--- src/rtl/rx_stream_arbiter.sv ---
// Round-robin merge of per-lane 27-bit receiver FIFOs into one tagged 32-bit readout stream.
// Bursts per grant are capped at MAX_BURST; one output word is held in a register.
module rx_stream_arbiter #(
  parameter int NUM_RX    = 4,
  parameter int MAX_BURST = 16
) (
  input  logic                 BUS_CLK,
  input  logic                 RESET_N,
  input  logic [NUM_RX-1:0]    LANE_EN,
  input  logic [27*NUM_RX-1:0] RX_DATA,
  input  logic [NUM_RX-1:0]    RX_EMPTY,
  output logic [NUM_RX-1:0]    RX_READ,
  output logic [31:0]          OUT_DATA,
  output logic                 OUT_EMPTY,
  input  logic                 OUT_READ,
  output logic [2:0]           GRANT,
  output logic [31:0]          OUT_CNT
);
  typedef enum logic {IDLE, BURST} state_t;

  state_t            state;
  logic [7:0]        burst_cnt;
  logic [NUM_RX-1:0] req;
  logic              req_g, space, pop, found;
  logic [26:0]       data_g;
  logic [2:0]        next_grant;

  assign req   = LANE_EN & ~RX_EMPTY;
  assign space = OUT_EMPTY | OUT_READ;
  assign pop   = (state == BURST) && req_g && space;

  // Granted-lane request/data mux and pop strobe decode
  always_comb begin
    req_g   = 1'b0;
    data_g  = '0;
    RX_READ = '0;
    for (int i = 0; i < NUM_RX; i++) begin
      if (GRANT == 3'(i)) begin
        req_g      = req[i];
        data_g     = RX_DATA[27*i +: 27];
        RX_READ[i] = pop;
      end
    end
  end

  // Search starts at GRANT+1 and wraps; outer loop order makes the nearest requester win
  always_comb begin
    next_grant = GRANT;
    found      = 1'b0;
    for (int k = 1; k <= NUM_RX; k++) begin
      for (int j = 0; j < NUM_RX; j++) begin
        if (!found && req[j] &&
            ((int'(GRANT) + k == j) || (int'(GRANT) + k == j + NUM_RX))) begin
          found      = 1'b1;
          next_grant = 3'(j);
        end
      end
    end
  end

  always_ff @(posedge BUS_CLK or negedge RESET_N) begin
    if (!RESET_N) begin
      state     <= IDLE;
      GRANT     <= 3'(NUM_RX - 1);
      burst_cnt <= '0;
      OUT_EMPTY <= 1'b1;
      OUT_DATA  <= '0;
      OUT_CNT   <= '0;
    end else begin
      if (OUT_READ && !OUT_EMPTY)
        OUT_CNT <= OUT_CNT + 32'd1;

      // A pop refills the register even when the held word leaves this same cycle
      if (pop) begin
        OUT_DATA  <= {2'b01, GRANT, data_g};
        OUT_EMPTY <= 1'b0;
      end else if (OUT_READ) begin
        OUT_EMPTY <= 1'b1;
      end

      case (state)
        IDLE: begin
          if (found) begin
            GRANT     <= next_grant;
            burst_cnt <= '0;
            state     <= BURST;
          end
        end
        BURST: begin
          if (pop) begin
            burst_cnt <= burst_cnt + 8'd1;
            if (burst_cnt == 8'(MAX_BURST - 1))
              state <= IDLE;
          end else if (!req_g) begin
            state <= IDLE;
          end
        end
        default: state <= IDLE;
      endcase
    end
  end
endmodule

--- config.mk ---
export PLATFORM = sky130hd
export DESIGN_NAME = rx_stream_arbiter
export DESIGN_NICKNAME = d
export VERILOG_FILES = /design/src/rtl/rx_stream_arbiter.sv
export SDC_FILE = /design/constraint.sdc
export NUM_CORES = 1
export LEC_CHECK = 0
export BUFFER_PORTS_ARGS = -buffer_cell sky130_fd_sc_hd__buf_2
export CORE_UTILIZATION = 47
export CTS_CLUSTER_DIAMETER = 100
export DETAILED_ROUTE_END_ITERATION = 16
export GPL_TIMING_DRIVEN = 0
export HOLD_SLACK_MARGIN = 0.15
export PLACE_DENSITY = 0.86
export SLEW_MARGIN = 20
export SYNTH_ARGS = -nofsm -noshare
export SYNTH_HDL_FRONTEND = slang
export SYNTH_SLANG_ARGS = --single-unit
export TNS_END_PERCENT = 10
--- constraint.sdc ---
create_clock -name BUS_CLK -period 3 [get_ports BUS_CLK]
set_clock_uncertainty 0.05 [all_clocks]
set_input_delay 0.6 -clock BUS_CLK [delete_from_list [all_inputs] [get_ports BUS_CLK]]
set_output_delay 0.6 -clock BUS_CLK [all_outputs]
set_load 0.005 [all_outputs]
==> run summary <==
The total power divided by cell area works out to 746.9 nW/um2. The worst setup path is captured at an output port. After detailed routing, the average wire length per cell comes to 17.36 um. The later pin in the worst-skew pair is clocked with a latency of 0.34 ns. The Yosys step of the flow raised 0 warnings.

After Yosys synthesis, full adders, half adders and majority gates account for 0.6203% of the synthesized area. The tools report the tightest slew margin relative to the limit as 36.34%. The most common cell in the synthesized netlist is dfrtp_1. The clock root buffer was clkbuf_8. The die covers 8957 um2. The run finished with clean final reports. Setup repair after global routing left no endpoint under its margin.

The layout net count was 633. The effective utilization at floorplan is 48.85%. The tools report the total wire length after detailed routing as 10.81 mm. In the global route stage, overall resource usage came out at 25.08%. For the global-route wire length before repair, the log shows 16.84 mm. The x dimension of the die was 94.64 um; the non-filler instance count after layout was 623. For the worst setup path, the data arrival time is 2.25 ns.

The logs give 8.439 mm for the HPWL after detailed placement and 46.00% for the register area share after synthesis. After synthesis, the netlist uses 48 different library cells. The worst setup path is launched from a register. The congestion estimate from routability-driven global placement came to 0.9326. After layout, the worst path uses 96.67% of the clock period. Critical setup path kind: reg2out. Via count of the first global-routing pass: 3418.

The die is 94.64 um tall. In this run the biggest area consumer among cell types represents 44.04% of the synthesized area. Data on the critical path is required at its endpoint by 2.35 ns. By area, the combinational part of the netlist is dominated by multiplexers. The via count normalized by instance count works out to 5.504. The critical path goes through buf_8 -> mux4_2 -> buf_6 -> nor4b_2 -> buf_2. The floorplan has 33 rows.

TritonCTS built the clock tree. Number of H-tree levels: 3. For the pin with the worst max-slew slack, the measured transition is 0.9486 ns.

The number of buffers added on ports was 187; the clock input transition at the sequential cells of the worst setup and hold paths was 0.08 ns. In this run the mean area of a mapped cell was 13.05 um2. The layout overhead on the synthesized area came out at 33.84%. The remaining global-route overflow came out at 0. The tools report the worst reg2reg path startpoint as GRANT[1]$_DFFE_PN1P_. Of all cell types, the one taking the most synthesized area is dfrtp_1. In this run the critical register-to-register path is captured at OUT_DATA[10]$_DFFE_PN0P_.

For the length of the first detailed-routing pass in iterations, the log shows 4. For this design the top-level I/O count stands at 191. Max-cap violations in this run came to 0. For this block, the via count after detailed routing is 3429.

In this run, the number of DRC markers left after iteration 0 of detailed routing was 73. Final number of max-transition violations: 0. The run gives 0 ns as the summed negative setup slack over all endpoints. The synthesized netlist devotes 14.11% of its cell area to simple gates. The largest net degree at the start of global routing was 39; the hold buffer count at CTS was 0. For this run, design rule violations remaining after detail routing come to 0.

The maximum cell stage delay along the critical path is 0.58 ns, and the flip-flop and latch count after synthesis is 74. For the maximum resistive drop on vdd, the log shows 0.4381 mV. In this run, synthesis inferred 0 flip-flops with an integrated enable. The setup violation total in the final timing report is 0. In this run the cell area of the synthesized design comes to 4034 um2. Of the post-synthesis cell area, the part taken by muxes is 25.34%. Summing the areas of all xor and xnor instances in the mapped netlist gives 6.731% of the synthesized area. The tools report the initial antenna violation count as 2. The analysis attributes to cell leakage a power of 2.657 nW. Summing the areas of all compound-gate instances in the mapped netlist gives 3.598% of the synthesized area.

The residual antenna-violating net count after detailed routing is 0, and the placed cell count is 604. The largest fanout on the critical path was 10; the worst-case register-to-register setup slack was 0.67 ns. The most used flip-flop cell after synthesis was dfrtp_1. Async set-reset flop share out of synthesis: 100.0%. The timing-limited maximum frequency came out at 344.8 MHz. Among all stages on the critical path, the largest delay is contributed by dfstp_2. In the synthesized netlist, the cells that appear most often are dfrtp_1, mux4_2, mux2_2.

The logs give 309 for the synthesized netlist cell count and 74 for the number of clock sinks seen by CTS. The worst hold path class was in2async. Sorting the synthesized cells by area gives the leading types as dfrtp_1, mux4_2, mux2_2. For the worst flop-to-flop path, the logic depth is 6. The clock buffer count from CTS was 9. The final critical delay including setup and external delays was 2.900 ns.

The fraction of layout instances using a drive strength above 1 works out to 54.74%. The hold violation count in the final report is 0. The longest clock path from root to sink contains 2 buffers. The total area inside the core boundary comes to 8258 um2.
[power by group]
group          total, mW  switching [mW]  internal (mW)  leakage (nW)
combinational       1.68           0.748          0.934          1.61
sequential          1.48           0.193           1.28         0.936
clock              0.872           0.397          0.476         0.106
[stage by stage]
step                worst slack [ns]  total power, mW  utilization, %  hold slack (ns)  cell area (um2)
floorplan                     0.5284            2.522               -           0.2544             4041
global placement              0.2102            3.059           61.86           0.4004             5109
detailed placement            0.1959            3.153           62.14           0.4022             5131
CTS                          0.01271            4.042           65.03           0.1767             5370
global route               0.0004936            4.262           65.38           0.1969             5399
finish                       0.09984            4.033           65.38           0.1617             5399
[cells by family after synthesis]
family / after synthesis
AOI/OAI and AO/OA: 23
xor gates and xnor gates: 31
adders and majority gates: 2
buffers and inverters: 22
DFF: 74
muxes: 63
other: 1
and+or+nand+nor: 93
[worst max-delay path by stage]
stage	startpoint	end	slack, ns
detailed placement	RX_EMPTY[1]	RX_READ[3]	0.20
finish	GRANT[1]$_DFFE_PN1P_	RX_READ[2]	0.1
global placement	RX_EMPTY[3]	RX_READ[3]	0.21
CTS	GRANT[1]$_DFFE_PN1P_	RX_READ[1]	0.01
floorplan	RX_EMPTY[3]	RX_READ[3]	0.53
global route	GRANT[1]$_DFFE_PN1P_	RX_READ[2]	0.0005
[per-layer routing]
layer  GRT usage, %  vias up  part of all wire (%)
li1               -     1564                     -
met1          29.96     1691                    40
met2          40.89      141                    51
met3          7.327       31                   6.5
met4          13.26        2                   2.8
met5              0        -                  0.16
[area by class of cell]
cell class                      instances  area (um2)
Inverter                                3       11.26
Antenna cell                            1       2.502
Sequential cell                        74        1856
Timing Repair Buffer                  190       973.4
Tap cell                              105       131.4
Fill cell                             661        2859
Multi-Input combinational cell        215        2063
Clock inverter                          7       101.3
Clock buffer                            9       123.9
Buffer                                 19       136.4
[flip-flops by register name, summed over array words and instances (netlist names)]
signal / flops
OUT_EMPTY: 1
state: 1
OUT_CNT: 32
GRANT: 2
burst_cnt: 8
OUT_DATA: 30
[cell usage in the layout, fill, tap and decap left out, types with 3 or more instances in the layout]
cell,instances
o21ai_0,4
buf_6,4
nor2_1,5
mux4_2,27
conb_1,3
nor2b_1,3
inv_1,3
xor2_1,15
and4_1,8
nand2_1,19
nand2b_4,4
mux2i_1,5
nor4_1,3
mux2_2,22
nand4_1,10
buf_2,193
dfstp_2,3
mux2_1,8
dfrtp_1,71
and2_1,3
nor3_1,11
nand2b_1,3
nand3_1,10
clkbuf_1,3
clkbuf_8,9
buf_4,7
xnor2_1,16
a21oi_1,8
[worst max-delay path, delay by kind of cell, from the launching register on]
kind / cells / cell delay [ns]
simple gates: 1 / 0.25
buf+inv: 3 / 0.50
mux: 1 / 0.58
flops: 1 / 0.58
[what timing repair did]
action / in CTS / in global routing
setup buffers: 1 / 1
setup endpoints to repair: 2 / 3
gates resized for setup: 2 / 3
pin swaps: 1 / 0
Note: power is estimated with default switching activity, not from simulation.
